==> src/rtl/sdram_arb_pkg.sv <==
// Shared types and constants for the SDRAM master arbiter and the masters it serves.
package sdram_arb_pkg;

  // Default bus widths shared with the wordcopy engine and the DNN accelerator masters.
  localparam int DEF_ADDR_W = 32;
  localparam int DEF_DATA_W = 32;

  typedef enum logic [0:0] {
    IDLE    = 1'b0,
    GRANTED = 1'b1
  } arb_state_t;

  // Width of a requester ID; never below one bit so a single-port build still elaborates.
  function automatic int req_id_w(input int num_req);
    return (num_req > 1) ? $clog2(num_req) : 1;
  endfunction

endpackage

==> src/rtl/resp_id_fifo.sv <==
// In-order FIFO of requester IDs for reads accepted by the SDRAM but not yet answered.
module resp_id_fifo #(
  parameter int DEPTH = 4,
  parameter int WIDTH = 1
) (
  input  logic                     clk,
  input  logic                     rst_n,
  input  logic                     push,
  input  logic [WIDTH-1:0]         push_id,
  input  logic                     pop,
  output logic                     full,
  output logic                     empty,
  output logic [WIDTH-1:0]         head,
  output logic [$clog2(DEPTH):0]   count
);

  localparam int PTR_W = (DEPTH > 1) ? $clog2(DEPTH) : 1;
  localparam int CNT_W = $clog2(DEPTH) + 1;

  logic [WIDTH-1:0] mem [DEPTH];
  logic [PTR_W-1:0] wr_ptr;
  logic [PTR_W-1:0] rd_ptr;
  logic             push_ok;
  logic             pop_ok;

  assign full    = (count == CNT_W'(DEPTH));
  assign empty   = (count == '0);
  assign push_ok = push & ~full;
  assign pop_ok  = pop & ~empty;
  // Head is read before any same-cycle push lands, so a pop always sees the oldest ID.
  assign head    = mem[rd_ptr];

  // Storage needs no reset: entries are only visible between their push and pop.
  always_ff @(posedge clk) begin
    if (push_ok) mem[wr_ptr] <= push_id;
  end

  // Pointers and occupancy; simultaneous push and pop leave the count unchanged.
  always_ff @(posedge clk or negedge rst_n) begin
    if (!rst_n) begin
      wr_ptr <= '0;
      rd_ptr <= '0;
      count  <= '0;
    end else begin
      if (push_ok) wr_ptr <= (wr_ptr == PTR_W'(DEPTH - 1)) ? '0 : wr_ptr + 1'b1;
      if (pop_ok)  rd_ptr <= (rd_ptr == PTR_W'(DEPTH - 1)) ? '0 : rd_ptr + 1'b1;
      case ({push_ok, pop_ok})
        2'b10:   count <= count + 1'b1;
        2'b01:   count <= count - 1'b1;
        default: count <= count;
      endcase
    end
  end

endmodule

==> src/rtl/sdram_master_arbiter.sv <==
// Round-robin arbiter sharing one Avalon-MM SDRAM master between NUM_REQ requesters.
// Handshake: a command (read or write strobe) transfers on a clock edge where the strobe
// is high and the matching waitrequest is low; the requester must hold address, data and
// strobe stable while waitrequest is high. Read data returns on readdatavalid, in order.
module sdram_master_arbiter
  import sdram_arb_pkg::*;
#(
  parameter int NUM_REQ         = 2,
  parameter int ADDR_W          = DEF_ADDR_W,
  parameter int DATA_W          = DEF_DATA_W,
  parameter int MAX_OUTSTANDING = 4
) (
  input  logic                          clk,
  input  logic                          rst_n,
  input  logic [NUM_REQ-1:0]            req_read,
  input  logic [NUM_REQ-1:0]            req_write,
  input  logic [NUM_REQ*ADDR_W-1:0]     req_address,
  input  logic [NUM_REQ*DATA_W-1:0]     req_writedata,
  output logic [NUM_REQ-1:0]            req_waitrequest,
  output logic [DATA_W-1:0]             req_readdata,
  output logic [NUM_REQ-1:0]            req_readdatavalid,
  input  logic                          master_waitrequest,
  output logic [ADDR_W-1:0]             master_address,
  output logic                          master_read,
  output logic                          master_write,
  output logic [DATA_W-1:0]             master_writedata,
  input  logic [DATA_W-1:0]             master_readdata,
  input  logic                          master_readdatavalid,
  output logic                          resp_error,
  output arb_state_t                    dbg_state,
  output logic [$clog2(MAX_OUTSTANDING):0] dbg_fifo_count
);

  localparam int REQ_ID_W = req_id_w(NUM_REQ);

  arb_state_t          state;
  logic [REQ_ID_W-1:0] grant;
  logic [REQ_ID_W-1:0] rr_ptr;
  logic [REQ_ID_W-1:0] next_grant;
  logic [REQ_ID_W-1:0] idx;
  logic                found;
  logic                any_req;
  logic                g_read;
  logic                g_write;
  logic                accept;
  logic                push;
  logic                pop;
  logic                fifo_full;
  logic                fifo_empty;
  logic [REQ_ID_W-1:0] head_id;

  assign any_req   = |(req_read | req_write);
  assign g_read    = req_read[grant];
  assign g_write   = req_write[grant];
  assign accept    = (master_read | master_write) & ~master_waitrequest;
  assign push      = master_read & ~master_waitrequest;
  assign pop       = master_readdatavalid & ~fifo_empty;
  assign req_readdata = master_readdata;
  assign dbg_state = state;

  // Pick the first requesting port at or after rr_ptr, wrapping around.
  always_comb begin
    next_grant = rr_ptr;
    found      = 1'b0;
    idx        = '0;
    for (int i = 0; i < NUM_REQ; i++) begin
      idx = REQ_ID_W'((int'(rr_ptr) + i) % NUM_REQ);
      if (!found && (req_read[idx] || req_write[idx])) begin
        next_grant = idx;
        found      = 1'b1;
      end
    end
  end

  // Forward the granted port; reads wait while every response slot is taken, and a read wins
  // over a simultaneous write from the same port.
  always_comb begin
    req_waitrequest  = '1;
    master_read      = 1'b0;
    master_write     = 1'b0;
    master_address   = '0;
    master_writedata = '0;
    if (state == GRANTED) begin
      master_address         = req_address[int'(grant)*ADDR_W +: ADDR_W];
      master_writedata       = req_writedata[int'(grant)*DATA_W +: DATA_W];
      master_read            = g_read & ~fifo_full;
      master_write           = g_write & ~g_read;
      req_waitrequest[grant] = master_waitrequest | (g_read & fifo_full);
    end
  end

  // Route each response to the port at the head of the ID FIFO.
  always_comb begin
    req_readdatavalid = '0;
    if (pop) req_readdatavalid[head_id] = 1'b1;
  end

  // Arbitration FSM: one grant cycle, then hold the grant until the command is accepted.
  always_ff @(posedge clk or negedge rst_n) begin
    if (!rst_n) begin
      state  <= IDLE;
      grant  <= '0;
      rr_ptr <= '0;
    end else begin
      case (state)
        IDLE: begin
          if (any_req) begin
            grant <= next_grant;
            state <= GRANTED;
          end
        end
        GRANTED: begin
          if (accept) begin
            rr_ptr <= (grant == REQ_ID_W'(NUM_REQ - 1)) ? '0 : grant + 1'b1;
            state  <= IDLE;
          end else if (!g_read && !g_write) begin
            state <= IDLE;
          end
        end
        default: state <= IDLE;
      endcase
    end
  end

  // A response with nothing outstanding is latched until the next reset.
  always_ff @(posedge clk or negedge rst_n) begin
    if (!rst_n) resp_error <= 1'b0;
    else if (master_readdatavalid && fifo_empty) resp_error <= 1'b1;
  end

  resp_id_fifo #(
    .DEPTH (MAX_OUTSTANDING),
    .WIDTH (REQ_ID_W)
  ) u_resp_id_fifo (
    .clk     (clk),
    .rst_n   (rst_n),
    .push    (push),
    .push_id (grant),
    .pop     (pop),
    .full    (fifo_full),
    .empty   (fifo_empty),
    .head    (head_id),
    .count   (dbg_fifo_count)
  );

endmodule

==> config.mk <==
export PLATFORM = sky130hd
export DESIGN_NAME = sdram_master_arbiter
export DESIGN_NICKNAME = d
export VERILOG_FILES = /design/src/rtl/sdram_arb_pkg.sv /design/src/rtl/resp_id_fifo.sv /design/src/rtl/sdram_master_arbiter.sv
export SDC_FILE = /design/constraint.sdc
export NUM_CORES = 1
export LEC_CHECK = 0
export CORE_AREA = 2 2 106 108
export DETAILED_ROUTE_END_ITERATION = 12
export DIE_AREA = 0 0 108 110
export GPL_TIMING_DRIVEN = 0
export PLACE_DENSITY = 0.66
export SYNTH_ARGS = -nofsm -noshare
export SYNTH_HDL_FRONTEND = slang
export SYNTH_SLANG_ARGS = --single-unit
==> constraint.sdc <==
create_clock -name clk -period 5.3 [get_ports clk]
set_input_delay 1.06 -clock clk [delete_from_list [all_inputs] [get_ports clk]]
set_output_delay 1.06 -clock clk [all_outputs]
set_load 0.005 [all_outputs]
==> results.sh <==
export IMPL_status="finished clean"
export IMPL_clock_latency_ps=240
export IMPL_crit_buf_inv=2
export IMPL_rows=38
export IMPL_cp_end_kind="output pin"
export IMPL_cts_htree_levels=1
export IMPL_pre_cts_ws_ps=1566
export IMPL_grt_pass1_wl_mm=11.98
export IMPL_r2r_slack_ps=2940
export IMPL_grt_max_degree=12
export IMPL_layout_common_cells="clkdlybuf4s50_1 (242), mux2i_1 (66), nor2b_1 (65)"
export IMPL_synth_compound_area_frac=0.04386
export IMPL_path_clk_slew_ps=60
export IMPL_layout_nets=676
export IMPL_firstDrtPassIters=4
export IMPL_synth_top_family_by_area="multiplexers"
export IMPL_setup_viol_count_final=0
export IMPL_viasPerCell=4.114
export IMPL_ys_seq_area_frac=0.1755
export IMPL_pwr_density_cell_mw_per_mm2=336.6
export IMPL_ys_seq_elements=15
export IMPL_cts_made_buffers=3
export IMPL_fin_worst_skew_ps=0.4509
export IMPL_reg2reg_depth=10
export IMPL_drc=0
export IMPL_hold_violations=0
export IMPL_numClockSinks=15
export IMPL_fin_hold_ws_ps=452.7
export IMPL_grt_util_met3=0.03645
export IMPL_drive_gt1_frac=0.1020
export IMPL_criticalPathCategory="input pin to output pin"
export IMPL_grt_use_met1=0.1338
export IMPL_fin_crit_sh=0.7008
export IMPL_use_met2=0.2444
export IMPL_cts_root_buf="clkbuf_8"
export IMPL_dp_hpwl_mm=7.382
export IMPL_num_io_pins=275
export IMPL_synth_edf_count=4
export IMPL_crit_top_cell="clkdlybuf4s50_1"
export IMPL_worst_pin_slew_ps=507.3
export IMPL_layout_setup_ws_ps=1586
export IMPL_slowest_delay_ps=550
export IMPL_ir_drop_mv=0.1823
export IMPL_slew_limit_headroom=0.6608
export IMPL_cp_num_cells=4
export IMPL_syn_cell_area_mm2=0.002253
export IMPL_vias=2633
export IMPL_die_area_mm2=0.01188
export IMPL_synthXorXnorAreaFrac=0.01166
export IMPL_cp_top_family="buffers and inverters"
export IMPL_die_w_um=108
export IMPL_worstReg2RegEnd="u_resp_id_fifo.count[2]"
export IMPL_grt_overflow=0
export IMPL_syn_nets=429
export IMPL_total_power_w=0.001648
export IMPL_synthMuxAreaShare=0.3282
export IMPL_leakage_nw=2.080
export IMPL_area_growth_syn_to_layout_pct=117.3
export IMPL_worstReg2RegStart="grant"
export IMPL_postRouteAntennaNets=0
export IMPL_cts_resized=0
export IMPL_antenna_found_initial=0
export IMPL_hold_class="flop to flop"
export IMPL_post_cts_buffers=0
export IMPL_finalCriticalPeriod_ps=3714
export IMPL_wire_per_inst_um=13.07
export IMPL_rsz0062_at_grt="false"
export IMPL_cts_buffer_depth=2
export IMPL_fillers=1059
export IMPL_ys_warn_count=0
export IMPL_initial_core_util=0.2106
export IMPL_place_gp_congestion=0.7124
export IMPL_diodes=0
export IMPL_routed_wl_mm=8.364
export IMPL_whs_endpoint="resp_error"
export IMPL_arrival_ps=2650
export IMPL_layout_commonest_cell="clkdlybuf4s50_1"
export IMPL_fmaxAchievable_mhz=269.3
export IMPL_cts_tree="yes"
export IMPL_drv_slew=0
export IMPL_port_buffers=242
export IMPL_cp_slowest_cell="clkdlybuf4s50_1"
export IMPL_syn_area_per_cell_um2=8.872
export IMPL_hold_start="resp_error"
export IMPL_synthSimpleGateAreaFrac=0.2471
export IMPL_start_kind="input pin"
export IMPL_grt_total_usage=0.1242
export IMPL_drv_cap=0
export IMPL_finalSetupTns_ps=0
export IMPL_synth_cell_types=34
export IMPL_finish_utilization=0.4577
export IMPL_path_max_fanout=6
export IMPL_hold_depth=1
export IMPL_ys_flop_type="dfrtp_1"
export IMPL_grt_pass1_vias=2542
export IMPL_core_area_mm2=0.01070
export IMPL_fp_dieH_um=110
export IMPL_hold_buffers=0
export IMPL_syn_inst=254
export IMPL_cp_data_required_time_ps=4240
export IMPL_synth_fa_ha_area_frac=0.04220
export IMPL_busiest_layer="met2"
export IMPL_drt_iter0_drc=40
export IMPL_cp_cell_sequence="clkdlybuf4s50_1, or3b_1, a21boi_1, clkdlybuf4s50_1"
export IMPL_async_flop_share=0.7333
## per-layer routing
layer,share of wire,vias up
li1,-,1311
met1,0.35,1174
met2,0.54,146
met3,0.11,2
met4,0.0032,0
met5,0,-
## cell families (layout without fill, tap and decap cells)
group                    after synthesis  after routing
AND/OR/NAND/NOR                       87             87
AO/OA/AOI/OAI                         14             14
flip-flops                            15             15
XOR/XNOR                               3              3
adder cells (fa/ha/maj)                7              7
multiplexers                          72             72
buffers and inverters                 56            302
## worst register-to-register path: stages, from the launching register on
cell and delay, ps:
dfrtp_1 390, buf_2 270, mux2i_1 400, nor3_4 100, inv_1 80, ha_1 170
inv_1 60, fa_1 370, xor2_1 150, nor2_1 110, xor2_1 170
## synth_stat cells (2+ instances only)
cell type,n,area (µm²)
mux2i_1,66,660.6
clkbuf_1,7,26.28
inv_1,8,30.03
mux2_1,2,22.52
edfxtp_1,4,120.1
nor3_1,2,10.01
nor2_1,7,26.28
o21ai_0,4,20.02
mux2_2,3,33.78
and2_1,5,31.28
buf_4,32,240.2
nand3b_1,2,15.01
dfrtp_1,11,275.3
xor2_1,2,17.52
buf_2,8,40.04
ha_1,6,75.07
a21o_1,4,30.03
nor2b_1,65,406.6
## power by group
group / switching (W) / internal (W) / total [W]
Clock: 0.0000354 / 0.0000530 / 0.0000885
Combinational: 0.000509 / 0.000828 / 0.00134
Sequential: 0.0000514 / 0.000171 / 0.000222
## cell type report
cell class | count | area [µm²] | share of cell area
timing repair buffer | 242 | 2422 | 0.4948
multi-input combinational | 183 | 1516 | 0.3097
sequential | 15 | 395.4 | 0.08076
buffer | 48 | 311.5 | 0.06363
tap | 140 | 175.2 | 0.03578
clock buffer | 4 | 45.04 | 0.009200
inverter | 8 | 30.03 | 0.006133
## state kept, by name, summed over array words and instances (netlist names)
register,cells
u_resp_id_fifo.mem,4
u_resp_id_fifo.count,3
u_resp_id_fifo.rd_ptr,2
u_resp_id_fifo.wr_ptr,2
dbg_state,1
grant,1
resp_error,1
rr_ptr,1
## stage by stage
step                cell area, µm²  cells
finish                        4896    640
global route                  4896    640
CTS                           4896    640
detailed placement            4851    636
global placement              4851    636
floorplan                     2253    254
## how the worst max path moves through the flow
| stage | startpoint | to | slack (ps) |
|---|---|---|---|
| final | req_read[0] | master_write | 1590 |
| after floorplan | req_read[1] | master_read | 2660 |
| after CTS | req_read[0] | master_write | 1560 |
| after global routing | req_read[0] | master_write | 1470 |
| after global placement | req_read[0] | master_write | 1590 |
| after detailed placement | req_read[0] | master_write | 1570 |
Power figures use the tool's default switching activity.
